### src/rtl/plic_gw_pkg.sv
// Shared definitions for the PLIC interrupt gateway array.
//   gw_mode_e              : per-channel trigger mode (level / edge)
//   GW_NUM_SRC_DEFAULT     : default channel count
//   GW_EDGE_CNT_W_DEFAULT  : default width of the pending-edge counter
package plic_gw_pkg;

    typedef enum logic {
        GW_LEVEL = 1'b0,
        GW_EDGE  = 1'b1
    } gw_mode_e;

    localparam int unsigned GW_NUM_SRC_DEFAULT    = 8;
    localparam int unsigned GW_EDGE_CNT_W_DEFAULT = 2;

endpackage

### src/rtl/plic_gateway_chan.sv
// One interrupt gateway channel.
//   clock, reset         : clock and synchronous active-high reset
//   interrupt            : raw interrupt line (already synchronised)
//   mode                 : 0 = level, 1 = edge triggered
//   plic_ready           : PLIC accepts a request this cycle
//   plic_complete        : single-cycle completion pulse
//   plic_valid           : request to the PLIC
//   overflow_clear/overflow : sticky pending-counter overflow status, present
//                          only when PLIC_GW_OVERFLOW_STATUS_EN is defined
module plic_gateway_chan
    import plic_gw_pkg::*;
#(
    parameter int unsigned EDGE_CNT_W = GW_EDGE_CNT_W_DEFAULT
) (
    input  logic clock,
    input  logic reset,
    input  logic interrupt,
    input  logic mode,
    input  logic plic_ready,
    input  logic plic_complete,
    output logic plic_valid
`ifdef PLIC_GW_OVERFLOW_STATUS_EN
    ,
    input  logic overflow_clear,
    output logic overflow
`endif
);

    localparam logic [EDGE_CNT_W-1:0] PEND_MAX = '1;

    gw_mode_e               mode_e;
    gw_mode_e               mode_q_reg;
    logic                   in_flight_reg, in_flight_next;
    logic                   prev_reg;
    logic [EDGE_CNT_W-1:0]  pend_reg, pend_next;
    logic                   mode_change;
    logic                   rise;
    logic                   accept;

    assign mode_e = gw_mode_e'(mode);

    always_comb begin
        mode_change = (mode_e != mode_q_reg);
        rise        = interrupt & ~prev_reg;

        if (mode_e == GW_EDGE) begin
            plic_valid = (pend_reg != '0) & ~in_flight_reg & ~mode_change;
        end else begin
            plic_valid = interrupt & ~in_flight_reg & ~mode_change;
        end
        accept = plic_valid & plic_ready;

        pend_next = pend_reg;
        if (mode_e == GW_LEVEL) begin
            pend_next = '0;
        end else if (mode_change) begin
            // Old count is discarded; an edge seen in the switching cycle
            // is counted afresh so a line high right after reset still
            // produces a request.
            pend_next    = '0;
            pend_next[0] = rise;
        end else if (rise & ~accept) begin
            if (pend_reg != PEND_MAX) begin
                pend_next = pend_reg + 1'b1;
            end
        end else if (accept & ~rise) begin
            pend_next = pend_reg - 1'b1;
        end

        // Completion wins over a same-cycle accept.
        in_flight_next = ~plic_complete & (accept | in_flight_reg);
    end

    always_ff @(posedge clock) begin
        if (reset) begin
            in_flight_reg <= 1'b0;
            prev_reg      <= 1'b0;
            pend_reg      <= '0;
            mode_q_reg    <= GW_LEVEL;
        end else begin
            in_flight_reg <= in_flight_next;
            prev_reg      <= interrupt;
            pend_reg      <= pend_next;
            mode_q_reg    <= mode_e;
        end
    end

`ifdef PLIC_GW_OVERFLOW_STATUS_EN
    logic overflow_reg, overflow_next;

    always_comb begin
        // Set has priority over a coincident clear.
        overflow_next = (overflow_reg & ~overflow_clear)
                      | ((mode_e == GW_EDGE) & ~mode_change & rise & ~accept
                         & (pend_reg == PEND_MAX));
    end

    always_ff @(posedge clock) begin
        if (reset) begin
            overflow_reg <= 1'b0;
        end else begin
            overflow_reg <= overflow_next;
        end
    end

    assign overflow = overflow_reg;
`endif

endmodule

### src/rtl/plic_gateway_array.sv
// Array of independent PLIC interrupt gateways, one per source.
//   clock, reset      : clock and synchronous active-high reset
//   io_interrupt      : raw interrupt lines
//   io_mode           : per-channel trigger mode (0 level, 1 edge)
//   io_plic_ready     : PLIC accepts the request on a channel
//   io_plic_complete  : per-channel completion pulse
//   io_plic_valid     : per-channel request to the PLIC
//   io_overflow_clear / io_overflow : sticky overflow status, only when
//                       PLIC_GW_OVERFLOW_STATUS_EN is defined
module plic_gateway_array
    import plic_gw_pkg::*;
#(
    parameter int unsigned NUM_SRC    = GW_NUM_SRC_DEFAULT,
    parameter int unsigned EDGE_CNT_W = GW_EDGE_CNT_W_DEFAULT
) (
    input  logic               clock,
    input  logic               reset,
    input  logic [NUM_SRC-1:0] io_interrupt,
    input  logic [NUM_SRC-1:0] io_mode,
    input  logic [NUM_SRC-1:0] io_plic_ready,
    input  logic [NUM_SRC-1:0] io_plic_complete,
    output logic [NUM_SRC-1:0] io_plic_valid
`ifdef PLIC_GW_OVERFLOW_STATUS_EN
    ,
    input  logic [NUM_SRC-1:0] io_overflow_clear,
    output logic [NUM_SRC-1:0] io_overflow
`endif
);

    for (genvar gi = 0; gi < NUM_SRC; gi++) begin : g_chan
        plic_gateway_chan #(
            .EDGE_CNT_W (EDGE_CNT_W)
        ) u_chan (
            .clock          (clock),
            .reset          (reset),
            .interrupt      (io_interrupt[gi]),
            .mode           (io_mode[gi]),
            .plic_ready     (io_plic_ready[gi]),
            .plic_complete  (io_plic_complete[gi]),
            .plic_valid     (io_plic_valid[gi])
`ifdef PLIC_GW_OVERFLOW_STATUS_EN
            ,
            .overflow_clear (io_overflow_clear[gi]),
            .overflow       (io_overflow[gi])
`endif
        );
    end

endmodule

### config.mk
export PLATFORM = sky130hd
export DESIGN_NAME = plic_gateway_array
export DESIGN_NICKNAME = d
export VERILOG_FILES = /design/src/rtl/plic_gw_pkg.sv /design/src/rtl/plic_gateway_chan.sv /design/src/rtl/plic_gateway_array.sv
export SDC_FILE = /design/constraint.sdc
export NUM_CORES = 1
export LEC_CHECK = 0
export ABC_AREA = 1
export CORE_MARGIN = 3
export CORE_UTILIZATION = 37
export CTS_BUF_LIST = sky130_fd_sc_hd__clkbuf_8
export CTS_CLUSTER_DIAMETER = 150
export DETAILED_ROUTE_END_ITERATION = 6
export SETUP_SLACK_MARGIN = 0.2
export SYNTH_ARGS = -nofsm -noshare
export SYNTH_HDL_FRONTEND = slang
export SYNTH_HIERARCHICAL = 1
export SYNTH_SLANG_ARGS = --single-unit
### constraint.sdc
create_clock -name clock -period 1.2 [get_ports clock]
set_input_delay 0.24 -clock clock [delete_from_list [all_inputs] [get_ports clock]]
set_output_delay 0.24 -clock clock [all_outputs]
set_load 0.005 [all_outputs]
Yosys cells after proc, flatten, opt, wreduce, memory -nomap -nowiden. Index checks and enable logic that the tools add are counted.

Output and inout bits: 8. Register bits after elaboration: 40. Input port bits: 34. Word-level logic and storage cells: 320.

Equality and inequality tests: 32. Multiplexer cells: 40. Add/subtract/negate cells: 16. Reduce and logical (&&, ||, !) cells: 56. Bitwise operators: 136.

Operators by type and width (number): AND 1 bit (72); NOT 1 bit (56); 2-to-1 mux 2 bit (24); != test 2 bit (second input constant) (16); AND reduction 2 bit (16); nonzero test 2 bit (16); != test 3 x 2 -> 1 bit (second input constant) (8); nonzero test 3 bit (8); OR reduction 3 bit (8); adder 2 x 1 -> 2 bit (second input constant) (8); 2-to-1 mux 1 bit (16); OR reduction 2 bit (8); subtractor 2 x 1 -> 2 bit (second input constant) (8); != test 1 bit (8); OR 1 bit (8).

Depth between registers and ports, before layout.
Depth after elaboration: 9. Mapped depth: 10. Gate-level depth less buffers: 10.

Cells and area by module. Netlist, hierarchy kept.

Modules (own cells, without submodules): plic_gateway_chan (area each 306.5 µm², seq. area each 100.1 µm², cells an instance 46, times used 8).

Least setup slack after synthesis. OpenSTA, ideal clock, no wires.

Path kind: register -> register. From: register g_chan[0].u_chan.mode_q_reg. To: register g_chan[0].u_chan.pend_reg[0]. Cell stages (with the launch flop): 11. Path buffers: 0. Data arrival time: 933 ps. Data required time: 1081 ps. Setup time: 119 ps. Clock period less this slack: 1053 ps. Path slack: 147 ps. Cell sequence: dfxtp_1 > inv_1 > nand2_2 > nand2_2 > inv_1 > nor2_2 > nand4_1 > nand2_1 > nand2_1 > nand2_1 > a21oi_1.

Longest elaborated chain between the ends: 9. Elaborated cells between the ends (all ways): 14. Classes of those cells: 2 x eq/ne; 3 x mux; 7 x bitwise; 2 x reduce/logical.

Ends and longest elaborated chain: start, declared (line plic_gateway_chan.sv:32) `gw_mode_e mode_q_reg;`; start signal, assigned (line plic_gateway_chan.sv:84) `mode_q_reg <= mode_e;`; != test 1 bit * (line plic_gateway_chan.sv:43) `mode_change = (mode_e != mode_q_reg);`; NOT 1 bit (line plic_gateway_chan.sv:47, plic_gateway_chan.sv:49); AND 1 bit (on tied branches) (line plic_gateway_chan.sv:49, plic_gateway_chan.sv:47); 2-to-1 mux 1 bit (line plic_gateway_chan.sv:46) `if (mode_e == GW_EDGE) begin`; AND 1 bit (line plic_gateway_chan.sv:51) `accept = plic_valid & plic_ready;`; NOT 1 bit (line plic_gateway_chan.sv:62) `end else if (rise & ~accept) begin`; AND 1 bit (line plic_gateway_chan.sv:62); != test 3 x 2 -> 1 bit (no line) (tied with other cells); AND reduction 2 bit (no line) / 2-to-1 mux 1 bit (equally long branches); end signal, assigned (line plic_gateway_chan.sv:83) `pend_reg <= pend_next;`; end, declared (line plic_gateway_chan.sv:35) `logic [EDGE_CNT_W-1:0] pend_reg, pend_next;`.

Every way passes the cells marked *; elsewhere a longest branch is shown, timed or not. A chain may end at the register's enable or synchronous reset.

Worst setup path in the final report.
From: register g_chan[0].u_chan.pend_reg[0]. To: output io_plic_valid[0].

Longest elaborated chain between the ends: 4.

Ends and longest elaborated chain: nonzero test 2 bit (line plic_gateway_chan.sv:47) `plic_valid = (pend_reg != '0) & ~in_flight_reg & ~mode_change;`; AND 1 bit (2 in a row) (line plic_gateway_chan.sv:47); 2-to-1 mux 1 bit (line plic_gateway_chan.sv:46); end, declared (line plic_gateway_array.sv:22) `output logic [NUM_SRC-1:0] io_plic_valid`.

Every way passes these cells.

==> flow_results.org <==
** Critical path
- Launch point of the worst reg-to-reg path :: g_chan[5].u_chan/pend_reg[1]
- Counting buffers and inverters, the worst setup path is 4 cells deep.
- By startpoint and endpoint, the worst setup path is classified as reg2out.
- Critical path endpoint category :: output port
- WP data required :: 0.96 ns
- Traced cell by cell, the critical path runs through nor2_4 -> nand2_2 -> and3_4 -> buf_6.
- Data arrival time of the worst path :: 1.12 ns
- The slowest stage of the critical path belongs to the cell dfxtp_2.
- The cell family contributing the most delay on the critical path is simple AND/OR/NAND/NOR gates.
- Worst setup path startpoint :: g_chan[0].u_chan/pend_reg[0]
- STA classifies the critical path startpoint as a flop.
- Buffers & Inverters on Critical Path :: 1
- Critical Path Max Stage Delay :: between 0.3 and 0.4 ns
- Counting cells, the worst reg-to-reg path comes to 11.
- Of all nets on the critical path, the largest fanout is 2.

** Drt
- Detail-routed via count per cell :: roughly 4.7
- After detailed routing, the number of remaining DRC violations is 0.
- Drt initial violations :: 77
- For this block, the routed nets add up to between 6000 and 7000 um of wire.
- TritonRoute pass-1 iters :: 5
- Routed wire length per instance :: roughly 11 um
- The routed layout has ~2800 vias.
- Routed Antenna Nets :: 0

** Status
- Outcome :: finished, violations left
- The final reports fail on negative setup slack.

** Power and ir drop
- Fraction of power consumed by the clock network :: 0.282
- The analysis attributes to cell leakage a power of around 1.9 nW.
- The analysis attributes to net switching a power of 1.018 mW.
- Of the total power, the share spent switching nets is 0.2912.
- Of the total power, combinational logic draws 0.312.
- The share of total power dissipated in sequential elements is 0.407.
- The worst-case IR drop observed on VDD is between 0.5 and 0.6 mV.
- Internal portion of total power :: between 2 and 2.5 mW
- In this run the power density over the cells is 825.0 mW/mm^2.
- The design draws 3.495 mW.

** Timing
- Worst max-slew margin expressed relative to the limit :: 0.8336
- Achievable clock frequency :: around 0.73 GHz
- Unrepaired setup endpoints after global routing :: true
- Setup skew after layout :: ~0.0075 ns
- Setup violators final :: 22
- Setup slack on the critical path of the routed design comes to -0.1611 ns.
- Portion of the clock cycle consumed by the worst path in the final layout :: 1.134
- Final number of hold-violating endpoints :: 0
- The worst path in the final design needs a cycle of about 1.4 ns, including I/O delays and setup.
- The number of slew-limit violations in the final report was 0.
- Slew @ Worst Pin :: between 0.2 and 0.25 ns

** Final layout
- Core occupancy in the finished layout :: 0.6634
- The register with the most flip-flops in the layout has 16 of them.
- Filler cells :: around 550
- 0 antenna diodes ended up in the layout.
- Number of nets in the finished design :: 549
- In the final layout, the share of cells above drive strength 1 is 0.5631.
- Compared with the post-synthesis result, the final layout area differs by 72.75%.

** Min path
- The worst hold path begins at io_interrupt[5].
- The tightest min-delay check is of the in2reg type.
- The worst hold path passes through 4 cells.

** Flow run
- Across the run, the number of max-cap violations was 0.

** Die
- Die area :: between 0.007 and 0.008 sq mm
- The floorplan step defined a core boundary enclosing around 0.0064 sq mm.
- The initialized floorplan defines 29 standard-cell rows.
- Top-Level Pins :: 42
- In this run the horizontal extent of the chip is 87.41 um.
- The die is about 87 um tall.
- For this configuration, the core starts out at a cell density of 0.3840.

** Logic synthesis
- Number of distinct library cell variants in the gate-level netlist after synthesis :: 19
- The Yosys step of the flow raised 6 warnings.
- Average cell area after synthesis :: between 6 and 7 sq um
- Synthesis produced ~370 cells.
- Post-synth net total :: ~400
- Of the synthesized area, sequential elements account for 0.3265.
- After synthesis the netlist holds a flip-flop and latch count of 40.
- In this run the cell area of the synthesized design comes to around 0.0025 sq mm.

** Place
- The congestion estimate from routability-driven global placement came to 0.8445.
- Input and output buffers added on the ports amount to between 40 and 50.
- OpenSTA, run right after detailed placement, puts the worst setup slack at -0.6999 ns.
- Detailed placement ended at an HPWL of 4416 um.

** Clock tree
- After clock tree synthesis, the clock-pin slew on the worst setup and hold paths is approximately 0.08 ns.
- The clock net in this run drives a total of 40 sinks.
- Clock tree synthesis selected as its root buffer the cell clkbuf_8.
- Clock tree from TritonCTS :: done
- In this run, post-CTS hold repair placed 0 buffers.
- The later pin in the worst-skew pair is clocked with a latency of 0.30 ns.
- The clock passes through at most 2 buffers.
- Number of buffers created by CTS :: 5
- CTS built an H-tree with a depth of 2.

** Global routing
- Wire length of the first global-routing pass :: between 10000 and 15000 um
- Overall track demand over capacity in global routing :: 0.1767
- Entering global routing, the biggest net connects 19 pins.
- The number of antenna violations at the first check in global routing is 0.
- Summed over all layers, the global routing overflow is 0.
- The number of global-route vias before repair is around 2600.
power groups by stage:
stage | Sequential, mW | Combinational [mW] | Clock [mW]
5_1_grt | 1.43 | 1.20 | 1.06
6_report | 1.42 | 1.09 | 0.984
3_3_place_gp | 1.45 | 0.861 | 0
4_1_cts | 1.42 | 1.02 | 1.02
3_5_place_dp | 1.45 | 0.875 | 0
2_1_floorplan | 1.45 | 0.391 | 0
through the flow:
stage | instances | cell area, sq um | setup TNS [ns] | hold WS [ns]
2_1_floorplan | 368 | 2482 | 0 | 0.3121
3_3_place_gp | 572 | 3647 | -14.61 | 0.4815
3_5_place_dp | 572 | 3647 | -15.38 | 0.4759
4_1_cts | 591 | 4071 | -1.974 | 0.4434
5_1_grt | 592 | 4237 | -3.909 | 0.4540
6_report | 592 | 4237 | -1.834 | 0.4493
worst paths after layout:
path / to / slack [ns]
setup / recovery: io_plic_valid[0] / -0.16
hold / removal: g_chan[5].u_chan/prev_reg / 0.45
setup reg to reg: g_chan[5].u_chan/pend_reg[0] / -0.13
hold reg to reg: g_chan[2].u_chan/in_flight_reg / 0.55
worst register-to-register path, stage by stage, from the launching register on:
cell	delay [ns]
dfxtp_2	0.34
nor2_4	0.11
nand2_2	0.06
buf_6	0.12
buf_6	0.10
buf_6	0.10
nand4_4	0.08
nand3_4	0.10
nand2_2	0.07
nand2_2	0.04
nand2_1	0.06
a21oi_1	0.05
logic make-up after synthesis:
family	Yosys count	share of synthesized area
buf+inv	56	0.08572
compound gates	48	0.1102
xor+xnor	8	0.02857
flops	40	0.3265
simple gates	216	0.4490
routing by layer:
layer | GRT usage | vias to the layer above | routed length [um]
met5 | 0 | - | 0
met4 | 0.05160 | 0 | 81
met3 | 0.03879 | 11 | 241
met2 | 0.3068 | 39 | 3298
met1 | 0.2173 | 1240 | 2850
li1 | - | 1482 | -
cell usage after synthesis:
library cell,number,area share
a21oi_1,16,0.033
clkinv_1,8,0.012
nor3_1,8,0.016
a21oi_2,8,0.029
o21ai_0,16,0.033
nor2_2,24,0.061
nand2_1,72,0.11
dfxtp_1,40,0.33
xnor2_1,8,0.029
nand3_1,24,0.049
nor2_1,32,0.049
inv_1,32,0.049
or2_1,8,0.020
nand4_2,8,0.041
o21ai_1,8,0.016
nand4_1,8,0.020
and3_1,8,0.020
nand2_2,24,0.061
inv_2,16,0.024
cells in the final DEF, fill, tap and decap left out, drive strengths merged, types with 7 or more instances in the layout:
cell type,netlist,layout
clkbuf,0,7
a21oi,24,24
dfxtp,40,40
clkinv,8,8
nand3,24,24
inv,48,48
and3,8,8
or2,8,8
nor2,56,56
nand4,16,16
xnor2,8,8
nor3,8,8
nand2,96,96
o21ai,24,24
clkdlybuf4s50,0,17
buf,0,107
dlygate4sd2,0,13
layout make-up:
type,count,area (sq um),share of cell area
Multi-Input combinational cell,272,1765,0.4167
Timing Repair Buffer,140,1235,0.2915
Sequential cell,40,833.3,0.1967
Inverter,56,210.2,0.04962
Clock buffer,7,96.34,0.02274
Tap cell,77,96.34,0.02274
repair_timing:
action / in CTS / in global routing
pin swaps: 67 / 48
gates cloned: 0 / 0
gates resized for setup: 108 / 44
setup buffers: 12 / 1
setup endpoints to repair: 33 / 32
(Power assumes the default switching activity.)
